===== src/rtl/elevator_pkg.sv =====
// Shared types and helpers for the elevator call scheduler and its movement block.
// Floor vectors are indexed by floor number, floor 0 being the ground floor.
package elevator_pkg;

  typedef enum logic [1:0] {
    ST_IDLE,
    ST_STEP_REQ,
    ST_MOVING,
    ST_DOOR_OPEN
  } state_t;

  localparam logic DIR_UP   = 1'b1;
  localparam logic DIR_DOWN = 1'b0;

  localparam logic [1:0] ENG_OFF  = 2'b00;
  localparam logic [1:0] ENG_UP   = 2'b10;
  localparam logic [1:0] ENG_DOWN = 2'b11;

  localparam int DEFAULT_FLOORS = 3;
  localparam int MAX_FLOORS     = 32;

  // Marks floors strictly above (dir=1) or strictly below (dir=0) the given floor.
  function automatic logic [MAX_FLOORS-1:0] beyond_mask(input logic [31:0] floor,
                                                        input logic dir);
    logic [MAX_FLOORS-1:0] m;
    m = '0;
    for (int unsigned i = 0; i < MAX_FLOORS; i++) begin
      m[i] = dir ? (i > floor) : (i < floor);
    end
    return m;
  endfunction

endpackage


===== src/rtl/dwell_timer.sv =====
// Door dwell timer: loadable down-counter that flags the last cycle of the hold.
// A load always wins over expiry so a re-press extends the hold.
module dwell_timer
  import elevator_pkg::*;
#(
  parameter int DWELL_CYCLES = 8
) (
  input  logic CLK,
  input  logic RST,
  input  logic load,
  input  logic busy,
  output logic expired
);

  localparam int CW = $clog2(DWELL_CYCLES + 1);

  logic [CW-1:0] count;

  always_ff @(posedge CLK) begin
    if (RST) begin
      count <= '0;
    end else if (load) begin
      count <= CW'(DWELL_CYCLES);
    end else if (busy && (count != '0)) begin
      count <= count - CW'(1);
    end
  end

  assign expired = busy && (count == CW'(1));

endmodule


===== src/rtl/call_scheduler.sv =====
// Elevator call scheduler: latches panel calls, picks the next floor step and
// sequences the movement block one floor at a time, holding doors for a dwell.
module call_scheduler
  import elevator_pkg::*;
#(
  parameter  int FLOORS       = DEFAULT_FLOORS,
  parameter  int DWELL_CYCLES = 8,
  localparam int FW           = (FLOORS > 1) ? $clog2(FLOORS) : 1
) (
  input  logic              CLK,
  input  logic              RST,
  input  logic [FLOORS-1:0] interior_panel,
  input  logic [FLOORS-1:0] exterior_panel,
  output logic              step_valid,
  output logic              step_dir,
  input  logic              step_ready,
  input  logic              step_done,
  output logic [FLOORS-1:0] doors,
  output logic [FW-1:0]     cur_floor,
  output logic              direction,
  output logic [FLOORS-1:0] pending
);

  state_t state, state_n;

  logic [FLOORS-1:0]     pending_n, press, here_mask, arrive_mask;
  logic [FLOORS-1:0]     clear_mask, suppress_mask;
  logic [FW-1:0]         cur_floor_n, next_floor;
  logic                  direction_n, dwell_load, dwell_expired, at_limit;
  logic [MAX_FLOORS-1:0] pend_wide;
  logic                  calls_ahead, calls_behind, calls_past_next;

  assign press       = interior_panel | exterior_panel;
  assign pend_wide   = MAX_FLOORS'(pending);
  assign here_mask   = FLOORS'(1) << cur_floor;
  assign next_floor  = (direction == DIR_UP) ? cur_floor + FW'(1) : cur_floor - FW'(1);
  assign arrive_mask = FLOORS'(1) << next_floor;
  assign at_limit    = (direction == DIR_UP) ? (cur_floor == FW'(FLOORS - 1))
                                             : (cur_floor == '0);

  assign calls_ahead     = |(pend_wide & beyond_mask(32'(cur_floor), direction));
  assign calls_behind    = |(pend_wide & beyond_mask(32'(cur_floor), ~direction));
  assign calls_past_next = |(pend_wide & beyond_mask(32'(next_floor), direction));

  always_ff @(posedge CLK) begin
    if (RST) begin
      state     <= ST_IDLE;
      pending   <= '0;
      cur_floor <= '0;
      direction <= DIR_UP;
    end else begin
      state     <= state_n;
      pending   <= pending_n;
      cur_floor <= cur_floor_n;
      direction <= direction_n;
    end
  end

  always_comb begin
    state_n       = state;
    direction_n   = direction;
    cur_floor_n   = cur_floor;
    clear_mask    = '0;
    dwell_load    = 1'b0;
    suppress_mask = '0;
    case (state)
      ST_IDLE: begin
        if (pending[cur_floor]) begin
          state_n    = ST_DOOR_OPEN;
          clear_mask = here_mask;
          dwell_load = 1'b1;
        end else if (calls_ahead) begin
          state_n = ST_STEP_REQ;
        end else if (calls_behind) begin
          direction_n = ~direction;
          state_n     = ST_STEP_REQ;
        end
      end
      ST_STEP_REQ: begin
        if (step_ready) state_n = ST_MOVING;
      end
      ST_MOVING: begin
        if (step_done) begin
          // A step past the shaft end cannot be requested; treat it as a no-op arrival.
          if (at_limit) begin
            state_n = ST_IDLE;
          end else begin
            cur_floor_n = next_floor;
            if (pending[next_floor]) begin
              state_n    = ST_DOOR_OPEN;
              clear_mask = arrive_mask;
              dwell_load = 1'b1;
            end else if (calls_past_next) begin
              state_n = ST_STEP_REQ;
            end else begin
              state_n = ST_IDLE;
            end
          end
        end
      end
      ST_DOOR_OPEN: begin
        suppress_mask = here_mask;
        if (press[cur_floor]) begin
          dwell_load = 1'b1;
        end else if (dwell_expired) begin
          state_n = ST_IDLE;
        end
      end
      default: state_n = ST_IDLE;
    endcase
    pending_n = (pending | (press & ~suppress_mask)) & ~clear_mask;
  end

  dwell_timer #(
    .DWELL_CYCLES(DWELL_CYCLES)
  ) u_dwell_timer (
    .CLK     (CLK),
    .RST     (RST),
    .load    (dwell_load),
    .busy    (state == ST_DOOR_OPEN),
    .expired (dwell_expired)
  );

  assign step_valid = (state == ST_STEP_REQ);
  assign step_dir   = direction;
  assign doors      = (state == ST_DOOR_OPEN) ? here_mask : '0;

endmodule

===== config.mk =====
export PLATFORM = sky130hd
export DESIGN_NAME = call_scheduler
export DESIGN_NICKNAME = d
export VERILOG_FILES = /design/src/rtl/elevator_pkg.sv /design/src/rtl/dwell_timer.sv /design/src/rtl/call_scheduler.sv
export SDC_FILE = /design/constraint.sdc
export NUM_CORES = 1
export LEC_CHECK = 0
export ABC_AREA = 1
export CAP_MARGIN = 20
export CORE_ASPECT_RATIO = 2
export CORE_MARGIN = 2
export CORE_UTILIZATION = 30
export CTS_CLUSTER_SIZE = 28
export DETAILED_ROUTE_END_ITERATION = 16
export DONT_BUFFER_PORTS = 1
export PLACE_DENSITY_LB_ADDON = 0.2
export SLEW_MARGIN = 25
export SYNTH_ARGS = -nofsm -noshare
export SYNTH_HDL_FRONTEND = slang
export SYNTH_SLANG_ARGS = --single-unit
export TNS_END_PERCENT = 20

===== constraint.sdc =====
create_clock -name CLK -period 2.6 [get_ports CLK]
set_input_delay 0.26 -clock CLK [delete_from_list [all_inputs] [get_ports CLK]]
set_output_delay 0.26 -clock CLK [all_outputs]
set_load 0.01 [all_outputs]

* After elaboration in Yosys (flattened, before gate mapping)
Cells that the tools add are included. Widths: inputs -> output; s select.
Operators by class: equality and inequality tests 10, add/sub/neg operators 3, shift operators 2, reductions and logical operators 13, bitwise operators 13, magnitude comparators 14, mux-type cells 47
Operators with widths (count):
- $and 3x32->32 | 3
- $reduce_or 32->1 | 3
- $mux 1 | 24
- $mux 2 | 10
- $mux 3 | 5
- $gt 2x2->1 const A | 4
- $lt 1x2->1 const A | 4
- $mux 4 | 2
- $pmux 2 s4 | 1
- $and 3x3->3 | 2
- $bmux 1 s2 | 3
- $eq 2x2->1 const B | 3
- $lt 2x3->1 const B | 2
- $ne 2x2->1 const B | 3
- $not 3->3 | 2
- $or 3x3->3 | 2
- $pmux 3 s2 | 1
- $shl 1x2->3 const A | 2
- $reduce_and 5->1 | 1
- $eq 4x1->1 const B | 1
- $gt 1x2->1 const A | 2
- $logic_not 2->1 | 2
- $lt 2x2->1 const A | 2
- $ne 4x4->1 const B | 1
- other kinds (13) | 17
Word-level totals: bits in registers 12, word-level logic and storage cells 108

* Longest topological paths before layout
Gate-level depths: netlist of the first run.
depth in word-level cells 11, mapped depth 13

* Cells and area by module
A second synthesis of the first run with hierarchy kept.
Unflattened totals: cell total of the unflattened synthesis 178, area, all modules 1084.8 µm²
Modules (own cells, without submodules):
- call_scheduler | area an instance 847.1 µm², seq. area each 160.2 µm², cells each 142, times used 1
- dwell_timer | area an instance 237.7 µm², seq. area each 80.1 µm², cells each 36, times used 1

* Worst setup path before layout of the first run
OpenSTA, ideal clock, no wires.
path kind register to register, start reg cur_floor[0], end reg state[1], path slack 956 ps, clock period less this slack 1644 ps, library setup time 113 ps, data required time 2487 ps, data arrival time 1531 ps, cell stages (with the launch flop) 12, path through dfxtp_1 -> buf_6 -> inv_4 -> ha_1 -> inv_1 -> nand2_1 -> nand2_2 -> nand2_1 -> a31oi_1 -> nand2_1 -> nor2_1 -> nor2_1
Between the ends: word-level cells in the longest chain between the ends 8, elaborated cells on any way between the ends 39, classes of those cells add/sub: 2; order compare: 6; eq/ne: 3; mux: 22; bitwise: 2; reduce/logical: 4
Ends and longest elaborated chain:
- start, declared | line call_scheduler.sv:19 | output logic [FW-1:0] cur_floor,
- start signal, assigned | line call_scheduler.sv:54 | cur_floor <= cur_floor_n;
- $sub 2x1->2 / $add 2x1->2 (equally long branches) | line call_scheduler.sv:36 | assign next_floor = (direction == DIR_UP) ? cur_floor + FW'(1) : cur_floor - FW'(1);
- $mux 2 | line call_scheduler.sv:36
- $bmux 1 s2 | line call_scheduler.sv:89 | if (pending[next_floor]) begin
- $mux 1 (implied by the code) | line call_scheduler.sv:89
- $mux 2 | line call_scheduler.sv:89
- $mux 2 | line call_scheduler.sv:85 | if (at_limit) begin
- $mux 2 | line call_scheduler.sv:83 | if (step_done) begin
- $pmux 2 s4 | line call_scheduler.sv:66 | case (state)
- end signal, assigned | line call_scheduler.sv:52 | state <= state_n;
- end, declared | line call_scheduler.sv:24 | state_t state, state_n;
Several ways; a longest one is shown, not always the timed one. The select of a mux whose other input is x is not followed. A chain may end at the register's enable or synchronous reset.

* Final worst setup path of the first run
start reg cur_floor[1], end reg state[1]
The elaborated chain is that of the path after synthesis.

==> results of run 1 <==
==> final cells by class <==
class	count	area (um2)	share of cell area
tap	48	60.1	0.0516
timing repair buffer	1	7.51	0.00645
sequential	12	240	0.206
multi-input combinational	133	701	0.602
inverter	26	100	0.0860
clock buffer	4	55.1	0.0473
==> cell usage after synthesis, types with 6 or more instances <==
library cell,n
sky130_fd_sc_hd__ha_1,7
sky130_fd_sc_hd__nand3_1,16
sky130_fd_sc_hd__inv_1,23
sky130_fd_sc_hd__o21ai_0,9
sky130_fd_sc_hd__nand2_1,41
sky130_fd_sc_hd__nor2_1,22
sky130_fd_sc_hd__a21oi_1,9
sky130_fd_sc_hd__dfxtp_1,12
sky130_fd_sc_hd__nand2_2,6
==> metal layers <==
layer / track usage / vias to the layer above / wire length, um
met4: 0.0805 / 0 / 187
met5: 0 / - / 0
li1: - / 565 / -
met3: 0.0245 / 13 / 145
met1: 0.173 / 536 / 1090
met2: 0.327 / 42 / 1740
==> metrics by stage <==
step | power (uW) | setup WS [ps] | instance area (um2)
CTS | 1060 | 715 | 1160
global placement | 835 | 783 | 1110
detailed placement | 842 | 716 | 1110
global route | 1150 | 506 | 1160
finish | 1050 | 702 | 1160
floorplan | 717 | 956 | 1070
==> sequential cells by signal, summed over array words and instances (netlist names) <==
name,flops
state,2
cur_floor,2
pending,3
direction,1
u_dwell_timer.count,4
==> critical path, delay by kind of cell (launching register included) <==
kind / cells / cell delay, ps
AOI/OAI and AO/OA: 1 / 190
buffers and inverters: 2 / 230
DFF: 1 / 570
and+or+nand+nor: 6 / 480
adders and majority gates: 1 / 320
==> cells in the final DEF (no fill, tap or decap) <==
cell,count
sky130_fd_sc_hd__ha_1,7
sky130_fd_sc_hd__inv_1,23
sky130_fd_sc_hd__nor2_4,1
sky130_fd_sc_hd__buf_4,1
sky130_fd_sc_hd__nand2_2,6
sky130_fd_sc_hd__nor2_2,3
sky130_fd_sc_hd__o21ai_2,1
sky130_fd_sc_hd__dfxtp_1,12
sky130_fd_sc_hd__inv_2,2
sky130_fd_sc_hd__nand3_2,1
sky130_fd_sc_hd__nand4_1,3
sky130_fd_sc_hd__o22ai_1,3
sky130_fd_sc_hd__clkbuf_8,4
sky130_fd_sc_hd__a31oi_1,1
sky130_fd_sc_hd__nor3_1,1
sky130_fd_sc_hd__nor3_2,1
sky130_fd_sc_hd__nor4_1,1
sky130_fd_sc_hd__o21ai_0,9
sky130_fd_sc_hd__nor2_1,22
sky130_fd_sc_hd__nand4_2,2
sky130_fd_sc_hd__inv_4,1
sky130_fd_sc_hd__or2_1,1
sky130_fd_sc_hd__nand2_1,41
sky130_fd_sc_hd__o21ai_1,3
sky130_fd_sc_hd__xor2_1,1
sky130_fd_sc_hd__a21oi_1,9
sky130_fd_sc_hd__nand3_1,16
==> cell families after synthesis <==
group           Yosys count
simple gates             99
buf+inv                  29
compound gates           26
flops                    12
fa+ha+maj                 7
xor+xnor                  1
==> worst paths after layout <==
path                     startpoint  depth (start not counted)  slack, ps                      to
max                    cur_floor[1]                         10        700                state[1]
min                             RST                          1         80            cur_floor[0]
max reg2reg            cur_floor[1]                         10        700                state[1]
min reg2reg  u_dwell_timer.count[1]                          2        470  u_dwell_timer.count[1]
==> power by group <==
group / switching [uW] / internal [uW] / leakage, uW
Clock: 79.5 / 134 / 0.0000288
Sequential: 61.8 / 226 / 0.0000988
Combinational: 374 / 175 / 0.000410
==> results.txt, run 1 <==
----------------------------------------------------
[GRT]
  Remaining global-route overflow ... 0
  Maximum number of pins on one net before global-route repair ... 15
  Wire length of the first global-routing pass ... 5120 um
  Combined global-route utilization of all metal layers ... 0.174
  Via count of the first global-routing pass ... 1088
  Antenna violations before repair ... 0

[Floorplan]
  Die width ... 46.3 um
  Die span in y ... 88.5 um
  Placeable core area ... 3420 um2
  Num ports ... 21
  Initial Util ... 0.314
  Die ar. ... 4090 um2
  Count of standard-cell rows ... 30

[STA]
  Final Hold Violating Endpoints ... 0
  Setup TNS after final layout ... 0 ps
  Shortest clock period the worst path allows after layout ... approximately 1900 ps
  Post-Route Skew ... about 5.0 ps
  Final cycle utilization of the critical path ... 0.730
  Hold WS ... 80.9 ps
  Fmax ... roughly 0.53 GHz
  RSZ-0062 raised after global routing ... no
  # setup viols final ... 0
  Relative slew slack ... 0.583
  Final count of pins violating max slew ... 0
  Actual transition at the worst max-transition pin ... 624 ps

[Clock tree]
  Clock root buffer master ... sky130_fd_sc_hd__clkbuf_8
  H-tree levels ... 1
  TritonCTS Buffers ... 3
  Count of hold buffers inserted by post-cts repair ... 0
  Number of buffers between clock root and the deepest sink ... 2
  CTS tree ... done
  Insertion delay to the later sink of the worst-skew pair ... 250 ps
  Quantity of gates resized following cts ... 0
  Clock slew at reported path FFs ... 60 ps
  Post-CTS setup buffer count ... 0
  Num Clock Sinks ... 12

[Logic synthesis]
  Portion of the post-synthesis area used by sequential elements ... 0.224
  Fraction of the mapped netlist area in simple logic gates ... 0.435
  Number of cells produced by synthesis ... 174
  Primary flip-flop cell chosen by synthesis mapping ... sky130_fd_sc_hd__dfxtp_1
  Cell area after technology mapping ... between 1000 and 1500 um2
  Area share of fa/ha/maj cells after synthesis ... 0.0818
  Post-synthesis sequential element count ... 12
  Average instance area after synthesis ... roughly 6 um2
  Synthesized-area fraction occupied by xor and xnor cells ... 0.00818
  Main combinational cell family by area after synthesis ... simple AND/OR/NAND/NOR gates
  Cell types with the largest area share after synthesis ... sky130_fd_sc_hd__dfxtp_1, sky130_fd_sc_hd__nand2_1, sky130_fd_sc_hd__ha_1
  Post-Syn Nets ... around 190
  Async set-reset flop share out of synthesis ... 0
  Number of warnings printed during yosys synthesis ... 0
  Number of library cell types mapped by synthesis ... 27
  Fraction of the mapped netlist area in compound gates ... 0.130
  Count of flip-flops with a built-in enable after synthesis ... 0
  Cell type with the highest aggregate area in the netlist ... sky130_fd_sc_hd__dfxtp_1
  Area share of the largest cell type after synthesis ... 0.224
  Multiplexer area fraction after synthesis ... 0

[Route]
  Overall routed net length ... 3160 um
  Remaining routing DRC violations ... 0
  Via count of the routed design ... approximately 1200
  DR pass1 iterations ... 5
  Routed length per placed instance ... about 14 um
  Antenna-violating nets left ... 0
  Mean number of vias per cell ... 5.16
  Starting DRT DRC Count ... 37

[Power]
  Worst-case vdd ir drop ... 427 uV
  Leak pwr ... 0.000538 uW
  Power density normalized to cell area ... 903 nW/um2

[Final layout]
  Filler-free cell count of the finished design ... approximately 220
  Util after Layout ... 0.341
  Synthesis-to-layout area growth ... 8.65%
  Filler cells ... 371
  Total inserted antenna cells ... 0
  Layout cell share with drive strength beyond 1 ... 0.131
  Final Net Count ... between 150 and 200

[Worst setup path]
  Required time of the critical path ... 2750 ps
  Critical path endpoint category ... register
  Worst path slowest cell ... sky130_fd_sc_hd__dfxtp_1
  Startpoint type of the worst setup path ... register
  CP Cell Sequence ... inv_2, ha_1, inv_1, nand2_1, nand2_2, nand2_1, a31oi_1, nand2_1, nor2_1, nor2_1
  Path type of the worst setup path ... reg2reg
  Largest stage delay, worst path ... 570 ps
  Signal arrival time at the worst endpoint ... 2040 ps
  Maximum net fanout on the critical path ... 9
  CP most frequent cell ... sky130_fd_sc_hd__nand2_1

[Hold path]
  Worst min-delay path class ... in2reg

[Run status]
  Result of the run ... finished, final reports clean

[Place]
  Detailed placer's ending HPWL ... 2580 um
  Routability congestion estimate from global placement ... 0.832
  I/O Buffers ... 0
  Cell total after placement ... 220

[Job]
  Max capacitance violation total ... 0

----------------------------------------------------
Note: power is estimated with default switching activity, not from simulation.
==> inputs of run 2 (changes only) <==
==> constraint.sdc (replaced) <==
create_clock -name CLK -period 1.85 [get_ports CLK]
set_input_delay 0.185 -clock CLK [delete_from_list [all_inputs] [get_ports CLK]]
set_output_delay 0.185 -clock CLK [all_outputs]
set_load 0.01 [all_outputs]
==> results.txt, run 2 (synthesis results as in run 1) <==
----------------------------------------------------
[Floorplan]
  Die ar. ... between 4000 and 5000 um2
  Die width ... 46.3 um
  Num ports ... 21
  Initial Util ... 0.314
  Placeable core area ... 3420 um2
  Die span in y ... ~89 um
  Count of standard-cell rows ... 30

[Final layout]
  Commonest cells after routing, fill and taps aside ... sky130_fd_sc_hd__nand2_1, sky130_fd_sc_hd__inv_1, sky130_fd_sc_hd__nor2_1, sky130_fd_sc_hd__nand3_1, sky130_fd_sc_hd__dfxtp_1
  Filler-free cell count of the finished design ... 228
  Total inserted antenna cells ... 0
  Final Net Count ... just under 200
  Util after Layout ... 0.348
  Filler cells ... 385
  Commonest non-fill, non-tap cell in the layout ... sky130_fd_sc_hd__nand2_1
  Top reg by flops ... u_dwell_timer.count
  Synthesis-to-layout area growth ... 11.1%
  Leading registers by flop count ... u_dwell_timer.count (4), pending (3)
  Flip-flop count of the largest register after layout ... 4
  Final non-filler cell area ... 1190 um2
  Layout cell share with drive strength beyond 1 ... 0.144

[STA]
  Final setup slack of the worst path ... 150 ps
  RSZ-0062 raised after global routing ... no
  Shortest clock period the worst path allows after layout ... between 1500 and 2000 ps
  Actual transition at the worst max-transition pin ... 422 ps
  Final cycle utilization of the critical path ... 0.919
  Post-Route Skew ... 1.09 ps
  Final count of pins violating max slew ... 0
  Relative slew slack ... 0.718
  Final Hold Violating Endpoints ... 0
  # setup viols final ... 0
  Setup TNS after final layout ... 0 ps
  Fmax ... 0.588 GHz

[Clock tree]
  Clock slew at reported path FFs ... 50 ps
  H-tree levels ... 1
  Number of buffers between clock root and the deepest sink ... 2
  Post-CTS setup buffer count ... 0
  Num Clock Sinks ... 12
  Clock root buffer master ... sky130_fd_sc_hd__clkbuf_8
  TritonCTS Buffers ... 3
  Insertion delay to the later sink of the worst-skew pair ... approximately 250 ps
  CTS tree ... done

[Place]
  Routability congestion estimate from global placement ... 0.912
  Detailed placer's ending HPWL ... around 2600 um
  Cell total after placement ... ~220
  Placement-stage cell area ... 1140 um2
  Worst-case setup slack after placement ... roughly 180 ps
  I/O Buffers ... 0

[Route]
  Antenna-violating nets left ... 0
  Mean number of vias per cell ... around 5
  Routed length per placed instance ... around 14 um
  Overall routed net length ... 3170 um
  Remaining routing DRC violations ... 0
  Starting DRT DRC Count ... 28
  Via count of the routed design ... 1138
  DR pass1 iterations ... 4

[Power]
  Clk network pwr share ... 0.172
  Logic pwr share ... 0.561
  Power density normalized to cell area ... approximately 1200 nW/um2
  Switch share ... 0.502
  Worst-case vdd ir drop ... between 500 and 600 uV
  Leak pwr ... approximately 0.00055 uW
  Power share of the sequential group ... 0.268
  P_sw ... 734 uW
  Internal power ... 730 uW

[GRT]
  Via count of the first global-routing pass ... ~1100
  Maximum number of pins on one net before global-route repair ... 13
  Combined global-route utilization of all metal layers ... 0.177
  Wire length of the first global-routing pass ... a little over 5000 um
  Remaining global-route overflow ... 0
  Antenna violations before repair ... 0

[Worst setup path]
  Signal arrival time at the worst endpoint ... about 1800 ps
  Required time of the critical path ... around 2000 ps
  Critical path endpoint category ... register
  Startpoint type of the worst setup path ... register
  Maximum net fanout on the critical path ... 7
  Path type of the worst setup path ... reg2reg

[Job]
  Max capacitance violation total ... 0

[Run status]
  Result of the run ... finished, final reports clean

[Hold path]
  Worst min-delay path class ... in2reg

----------------------------------------------------
run 2: power by group through the flow:
stage	Sequential, uW	Combinational (uW)	Clock [uW]
detailed placement	397	815	0
CTS	392	819	255
finish	392	821	251
global route	403	913	262
global placement	394	808	0
floorplan	387	622	0
run 2: stage by stage:
stage / hold slack (ps) / total power [uW]
floorplan: 257 / 1010
global placement: 258 / 1200
detailed placement: 260 / 1210
CTS: 0.179 / 1470
global route: 12.5 / 1580
finish: 6.34 / 1460
run 2: routing by layer:
metal / routed length [um] / share of wire / global-route usage
met5: 0 / 0 / 0
met4: 177 / 0.056 / 0.117
met2: 1760 / 0.56 / 0.321
met1: 1050 / 0.33 / 0.167
met3: 177 / 0.056 / 0.0347
run 2: area by class of cell:
class                      instances  area [um2]  share of cell area
tap                               48        60.1              0.0505
multi-input combinational        133         701               0.589
sequential                        12         240               0.202
timing repair buffer               6        47.5              0.0400
inverter                          26         100              0.0841
clock buffer                       3        41.3              0.0347
run 2: final timing paths:
path | depth (start not counted) | slack (ps) | startpoint | to
setup / recovery | 9 | 150 | cur_floor[1] | pending[0]
hold / removal | 1 | 6 | RST | cur_floor[0]
setup reg to reg | 9 | 150 | cur_floor[1] | pending[0]
hold reg to reg | 2 | 460 | u_dwell_timer.count[2] | u_dwell_timer.count[2]
run 2: worst max-delay path, cell delays in order (launching register included):
cell,delay (ps)
sky130_fd_sc_hd__dfxtp_1,410
sky130_fd_sc_hd__inv_2,110
sky130_fd_sc_hd__ha_1,310
sky130_fd_sc_hd__inv_1,50
sky130_fd_sc_hd__nand2_1,80
sky130_fd_sc_hd__nand2_2,70
sky130_fd_sc_hd__nand2_1,120
sky130_fd_sc_hd__nand4_2,140
sky130_fd_sc_hd__o22ai_1,230
sky130_fd_sc_hd__nor2_1,60
run 2: timing repair:
item / 4_1_cts / 5_1_grt
hold buffers: 0 / 1
resized for setup: 0 / 0
endpoints found under the hold margin: 0 / 1
endpoints found under the setup margin: 0 / 0
